File: src/rtl/debug_tx_sender_pkg.sv
// Shared debugger definitions: transmit FSM encoding, snapshot section layout
// and word/byte sizing helpers.
package debug_tx_sender_pkg;

  typedef enum logic [2:0] {
    ST_IDLE    = 3'd0,
    ST_FETCH   = 3'd1,
    ST_LATCH   = 3'd2,
    ST_SEND    = 3'd3,
    ST_WAIT_TX = 3'd4,
    ST_DONE    = 3'd5
  } state_e;

  // Stream layout: PC, cycle count, register file, data memory.
  localparam int HDR_WORDS = 2;
  localparam int REG_BASE  = HDR_WORDS;

  function automatic int mem_base(input int n_regs);
    return HDR_WORDS + n_regs;
  endfunction

  function automatic int bytes_per_word(input int nb_data);
    return nb_data / 8;
  endfunction

endpackage

File: src/rtl/debug_tx_sender_word_byte_serializer.sv
// Word-to-byte serializer: parallel load, MSB byte presented first, shifts one
// byte per advance and flags the final byte of the word.
module word_byte_serializer
  import debug_tx_sender_pkg::*;
#(
  parameter int NB_DATA = 32
) (
  input  logic               clk,
  input  logic               rst,
  input  logic               load,
  input  logic [NB_DATA-1:0] load_data,
  input  logic               advance,
  output logic [7:0]         byte_out,
  output logic               last_byte
);

  localparam int BPW   = bytes_per_word(NB_DATA);
  localparam int CNT_W = (BPW > 1) ? $clog2(BPW) : 1;

  logic [NB_DATA-1:0] sr_q;
  logic [CNT_W-1:0]   cnt_q;

  assign byte_out  = sr_q[NB_DATA-1 -: 8];
  assign last_byte = (cnt_q == CNT_W'(BPW - 1));

  always_ff @(posedge clk or negedge rst) begin
    if (!rst) begin
      sr_q  <= '0;
      cnt_q <= '0;
    end else if (load) begin
      sr_q  <= load_data;
      cnt_q <= '0;
    end else if (advance) begin
      // Zero fill keeps byte_out at 0 once a word has fully drained.
      sr_q  <= sr_q << 8;
      cnt_q <= last_byte ? '0 : cnt_q + CNT_W'(1);
    end
  end

endmodule

File: src/rtl/debug_tx_sender.sv
// Debugger transmit engine: snapshots PC/cycle count on start, then streams
// PC, cycle count, register file and data memory to the UART, MSB byte first.
module debug_tx_sender
  import debug_tx_sender_pkg::*;
#(
  parameter int NB_DATA = 32,
  parameter int N_REGS  = 32,
  parameter int N_MEM   = 32,
  parameter int NB_ADDR = 5
) (
  input  logic               clk,
  input  logic               rst,
  input  logic               is_start_send,
  input  logic [NB_DATA-1:0] i_pc,
  input  logic [NB_DATA-1:0] i_cycle_count,
  output logic [NB_ADDR-1:0] o_reg_addr,
  input  logic [NB_DATA-1:0] i_reg_data,
  output logic [NB_ADDR-1:0] o_mem_addr,
  input  logic [NB_DATA-1:0] i_mem_data,
  output logic [7:0]         o_tx_data,
  output logic               os_tx_start,
  input  logic               is_tx_done,
  output logic               os_busy,
  output logic               os_done_send
);

  localparam int N_WORDS  = HDR_WORDS + N_REGS + N_MEM;
  localparam int MEM_BASE = mem_base(N_REGS);
  localparam int IDX_W    = $clog2(N_WORDS);

  state_e             state_q, state_d;
  logic [IDX_W-1:0]   idx_q;
  logic [NB_DATA-1:0] pc_q, cyc_q, load_word;
  logic [NB_ADDR-1:0] reg_addr_q, mem_addr_q, reg_addr_w, mem_addr_w;
  logic               in_reg, in_mem, last_word, last_byte;
  logic               accept, ser_load, ser_adv, idx_inc;

  assign in_mem     = (idx_q >= IDX_W'(MEM_BASE));
  assign in_reg     = !in_mem && (idx_q >= IDX_W'(REG_BASE));
  assign reg_addr_w = NB_ADDR'(idx_q - IDX_W'(REG_BASE));
  assign mem_addr_w = NB_ADDR'(idx_q - IDX_W'(MEM_BASE));
  assign last_word  = (idx_q == IDX_W'(N_WORDS - 1));

  // Address is driven combinationally in FETCH so the one-cycle read data
  // lands in LATCH; the registered copy holds it afterwards.
  assign o_reg_addr = (state_q == ST_FETCH && in_reg) ? reg_addr_w : reg_addr_q;
  assign o_mem_addr = (state_q == ST_FETCH && in_mem) ? mem_addr_w : mem_addr_q;

  always_comb begin
    load_word = i_mem_data;
    if (idx_q == IDX_W'(0))      load_word = pc_q;
    else if (idx_q == IDX_W'(1)) load_word = cyc_q;
    else if (in_reg)             load_word = i_reg_data;
  end

  always_ff @(posedge clk or negedge rst) begin
    if (!rst) state_q <= ST_IDLE;
    else      state_q <= state_d;
  end

  always_comb begin
    state_d      = state_q;
    accept       = 1'b0;
    ser_load     = 1'b0;
    ser_adv      = 1'b0;
    idx_inc      = 1'b0;
    os_tx_start  = 1'b0;
    os_done_send = 1'b0;
    os_busy      = 1'b1;
    case (state_q)
      ST_IDLE: begin
        os_busy = 1'b0;
        if (is_start_send) begin
          accept  = 1'b1;
          state_d = ST_FETCH;
        end
      end
      ST_FETCH: state_d = ST_LATCH;
      ST_LATCH: begin
        ser_load = 1'b1;
        state_d  = ST_SEND;
      end
      ST_SEND: begin
        os_tx_start = 1'b1;
        state_d     = ST_WAIT_TX;
      end
      ST_WAIT_TX: begin
        if (is_tx_done) begin
          ser_adv = 1'b1;
          if (!last_byte) begin
            state_d = ST_SEND;
          end else if (last_word) begin
            state_d = ST_DONE;
          end else begin
            idx_inc = 1'b1;
            state_d = ST_FETCH;
          end
        end
      end
      ST_DONE: begin
        os_busy      = 1'b0;
        os_done_send = 1'b1;
        state_d      = ST_IDLE;
      end
      default: state_d = ST_IDLE;
    endcase
  end

  always_ff @(posedge clk or negedge rst) begin
    if (!rst) begin
      idx_q      <= '0;
      pc_q       <= '0;
      cyc_q      <= '0;
      reg_addr_q <= '0;
      mem_addr_q <= '0;
    end else begin
      if (accept) begin
        idx_q <= '0;
        pc_q  <= i_pc;
        cyc_q <= i_cycle_count;
      end else if (idx_inc) begin
        idx_q <= idx_q + IDX_W'(1);
      end
      if (state_q == ST_FETCH && in_reg) reg_addr_q <= reg_addr_w;
      if (state_q == ST_FETCH && in_mem) mem_addr_q <= mem_addr_w;
    end
  end

  word_byte_serializer #(.NB_DATA(NB_DATA)) u_ser (
    .clk       (clk),
    .rst       (rst),
    .load      (ser_load),
    .load_data (load_word),
    .advance   (ser_adv),
    .byte_out  (o_tx_data),
    .last_byte (last_byte)
  );

endmodule

File: config.mk
export PLATFORM = sky130hd
export DESIGN_NAME = debug_tx_sender
export DESIGN_NICKNAME = d
export VERILOG_FILES = /design/src/rtl/debug_tx_sender_pkg.sv /design/src/rtl/debug_tx_sender_word_byte_serializer.sv /design/src/rtl/debug_tx_sender.sv
export SDC_FILE = /design/constraint.sdc
export NUM_CORES = 1
export LEC_CHECK = 0
export ABC_AREA = 0
export ABC_CLOCK_PERIOD_IN_PS = 3600
export CAP_MARGIN = 30
export CORE_MARGIN = 3
export CORE_UTILIZATION = 50
export DETAILED_ROUTE_END_ITERATION = 8
export PLACE_DENSITY = 0.83
export RECOVER_POWER = 50
export REMOVE_ABC_BUFFERS = 1
export SKIP_CTS_REPAIR_TIMING = 1
export SLEW_MARGIN = 20
export SYNTH_ARGS = -nofsm -noshare
export SYNTH_HDL_FRONTEND = slang
export SYNTH_SLANG_ARGS = --single-unit
File: constraint.sdc
create_clock -name clk -period 3.6 [get_ports clk]
set_clock_uncertainty 0.15 [all_clocks]
set_input_delay 0.9 -clock clk [delete_from_list [all_inputs] [get_ports clk]]
set_output_delay 0.9 -clock clk [all_outputs]
set_load 0.01 [all_outputs]
==> flow_summary.json <==
{
  "status": "finished, violations left",
  "violations": "setup timing",
  "cts.sinks": 118,
  "min_period_ns": 3.62,
  "postSynth.asyncResetShare": 1.00,
  "slew_headroom": 0.0585,
  "setup_viol_count_final": 4,
  "cp-start-kind": "flip-flop",
  "grt_max_degree": 105,
  "cts_tree": "yes",
  "startpoint": "idx_q[1]$_DFFE_PN0P_",
  "synth_seq_area_share": 0.486,
  "cellInternalPower_w": 0.00414,
  "die_y_um": 116,
  "pwr-share-seq": 0.375,
  "synthTopCellsByArea": "dfrtp_1 49%, mux2_2 12%, o22ai_1 4.9%",
  "pwr_density_cell_nw_per_um2": 756,
  "fmax_mhz": 276,
  "crit_family": "simple AND/OR/NAND/NOR gates",
  "place_congestion": 0.844,
  "overflow": 0,
  "dieArea_um2": 13500,
  "p_leak_nw": 3.35,
  "net-switching-power_w": 0.00210,
  "worstHoldPathType": "flip-flop to flip-flop",
  "cp_data_required_time_ns": 2.55,
  "postRouteAntennaNets": 0,
  "firstDrtPassIters": 5,
  "grt_pass1_wl_um": 27400,
  "synth.most_common_cell": "dfrtp_1",
  "finalSetupTns_ns": -0.0449,
  "reg2reg_depth": 10,
  "synthTopCellsByCount": "118 x dfrtp_1, 64 x mux2_2, 48 x o22ai_1",
  "yosysWarnings": 0,
  "root_buffer": "clkbuf_16",
  "report.final.slew_viol_count": 0,
  "core_area_um2": 11700,
  "synth_largest_area_cell": "dfrtp_1",
  "max_slew.worst_pin.slew_ns": 1.41,
  "ir_drop_mv": 0.393,
  "p_comb_frac": 0.384,
  "cp-endpoint": "o_reg_addr[4]",
  "via_per_inst": 6.24,
  "cts_buffer_depth": 2,
  "synth_cell_type_count": 46,
  "swShare": 0.337,
  "cts_made_buffers": 17,
  "rows": 39,
  "post-place-ws_ns": -0.278,
  "syn_area_per_cell_um2": 10.9,
  "r2r-end": "u_ser.sr_q[14]$_DFFE_PN0P_",
  "finalCritPeriodShare": 1.01,
  "fp.dieW_um": 116,
  "start_util": 0.520,
  "grt_use_total": 0.263,
  "synth_top_area_share": 0.486,
  "wl_per_cell_um": 20.6,
  "io_buffer_count": 152,
  "worstPathBufferInverterCount": 3,
  "critical_path_class": "flip-flop to primary output",
  "crit_arrival_ns": 2.57,
  "ys_ff_latch": 118,
  "dp_hpwl_um": 11800,
  "dr.first_iter.drc_count": 342,
  "r2r-start": "idx_q[1]$_DFFE_PN0P_",
  "crit_fanout": 5,
  "diodes": 0,
  "drc": 0,
  "cp_slowest_cell": "or3b_4",
  "worst-path-stages": 8,
  "io_pins": 153,
  "cp_cell_sequence": "inv_2 -> ha_4 -> or3b_4 -> a221oi_4 -> nand4_1 -> buf_6 -> o21ai_2 -> buf_2",
  "synth_flop_cell": "dfrtp_1",
  "synthesis.area_um2": 6070,
  "max_cap_violations": 0,
  "end_kind": "primary output",
  "path_clk_slew_ns": 0.05,
  "fin_ws_ns": -0.0181,
  "wl_um": 17700,
  "grt_pass1_vias": 5542,
  "p_clk_frac": 0.241,
  "netlist_instances": 559,
  "synth-edff-count": 0,
  "htree_levels": 4,
  "hold_violations": 0,
  "clk_latency_ns": 0.42,
  "vias": 5363,
  "r2r_slack_ns": 0.77,
  "area_growth_pct": 36.2,
  "final_layout_size_suffix_gt1_frac": 0.208,
  "critPathMaxStageDelay_ns": 0.40,
  "antenna_found_initial": 0,
  "nets": 846
}
==> tightest hold or removal path: stages (launching register included) <==
cell	delay, ns
dfrtp_1	0.32
nand2_1	0.06
o21ai_2	0.06
==> kinds of logic after synthesis <==
logic type / count (synthesis) / share of synthesized area
xor+xnor: 7 / 0.0101
mux: 89 / 0.160
compound gates: 187 / 0.204
buf+inv: 58 / 0.0499
simple gates: 92 / 0.0728
flops: 118 / 0.486
fa+ha+maj: 8 / 0.0165
==> registers in the layout, summed over array words and instances, names as in the netlist <==
signal       flops
idx_q            7
reg_addr_q       5
cyc_q           32
u_ser.cnt_q      2
state_q          3
pc_q            32
u_ser.sr_q      32
mem_addr_q       5
==> stage by stage <==
step                power (W)   util  instance area (um2)  cells  hold WS (ns)
finish                0.00625  0.709                 8270    860         0.327
global route          0.00660  0.709                 8270    860         0.344
CTS                   0.00625  0.706                 8230    854         0.173
detailed placement    0.00472  0.660                 7700    824         0.338
global placement      0.00454  0.660                 7700    824         0.324
floorplan             0.00389      -                 5790    508         0.308
==> layout by cell type, fill, tap and decap left out, types with 5 or more instances in the layout <==
| master | Yosys | layout |
|---|---|---|
| clkbuf_2 | 0 | 5 |
| a221o_1 | 24 | 24 |
| clkbuf_16 | 0 | 17 |
| a21boi_0 | 8 | 8 |
| clkbuf_1 | 26 | 6 |
| o21ai_1 | 6 | 6 |
| a211oi_2 | 6 | 6 |
| a31oi_1 | 24 | 24 |
| o22ai_1 | 48 | 48 |
| ha_1 | 8 | 7 |
| nand2_1 | 18 | 18 |
| nor2b_1 | 8 | 8 |
| clkbuf_8 | 0 | 5 |
| clkdlybuf4s50_1 | 0 | 140 |
| nor2_1 | 38 | 36 |
| xnor2_1 | 7 | 7 |
| a21oi_1 | 15 | 15 |
| nor3_1 | 5 | 5 |
| mux2_2 | 64 | 64 |
| mux2i_1 | 25 | 25 |
| o21ai_2 | 0 | 5 |
| dfrtp_1 | 118 | 118 |
| buf_4 | 8 | 22 |
| o21ai_0 | 47 | 42 |
==> how the worst min path moves through the flow <==
stage,startpoint,end,slack (ns),cells after the start
after floorplan,pc_q[0]$_DFFE_PN0P_,u_ser.sr_q[0]$_DFFE_PN0P_,0.31,2
after global placement,mem_addr_q[2]$_DFF_PN0_,mem_addr_q[2]$_DFF_PN0_,0.32,2
after detailed placement,reg_addr_q[2]$_DFF_PN0_,reg_addr_q[2]$_DFF_PN0_,0.34,2
after CTS,rst,cyc_q[31]$_DFFE_PN0P_,0.17,1
after global routing,reg_addr_q[0]$_DFF_PN0_,reg_addr_q[0]$_DFF_PN0_,0.34,2
final,reg_addr_q[2]$_DFF_PN0_,reg_addr_q[2]$_DFF_PN0_,0.33,2
==> power by group through the flow <==
stage | Sequential (W) | Combinational (W) | Clock (W)
after floorplan | 0.00226 | 0.00163 | 0
after global placement | 0.00229 | 0.00225 | 0
after detailed placement | 0.00234 | 0.00237 | 0
after CTS | 0.00233 | 0.00240 | 0.00152
after global routing | 0.00241 | 0.00261 | 0.00158
final | 0.00234 | 0.00240 | 0.00151
==> metal layers <==
metal	wire (um)	up-vias	track usage
met1	7040	2680	0.320
met2	8990	255	0.437
met3	1230	39	0.0751
met4	432	0	0.116
met5	0	-	0
li1	-	2389	-
==> layout make-up <==
type	instances	area [um2]
Clock inverter	4	20.0
Clock buffer	26	509
Timing Repair Buffer	179	1700
Tap cell	143	179
Multi-Input combinational cell	383	2880
Inverter	7	26.3
Fill cell	831	3390
Sequential cell	118	2950
Power figures use the tool's default switching activity.
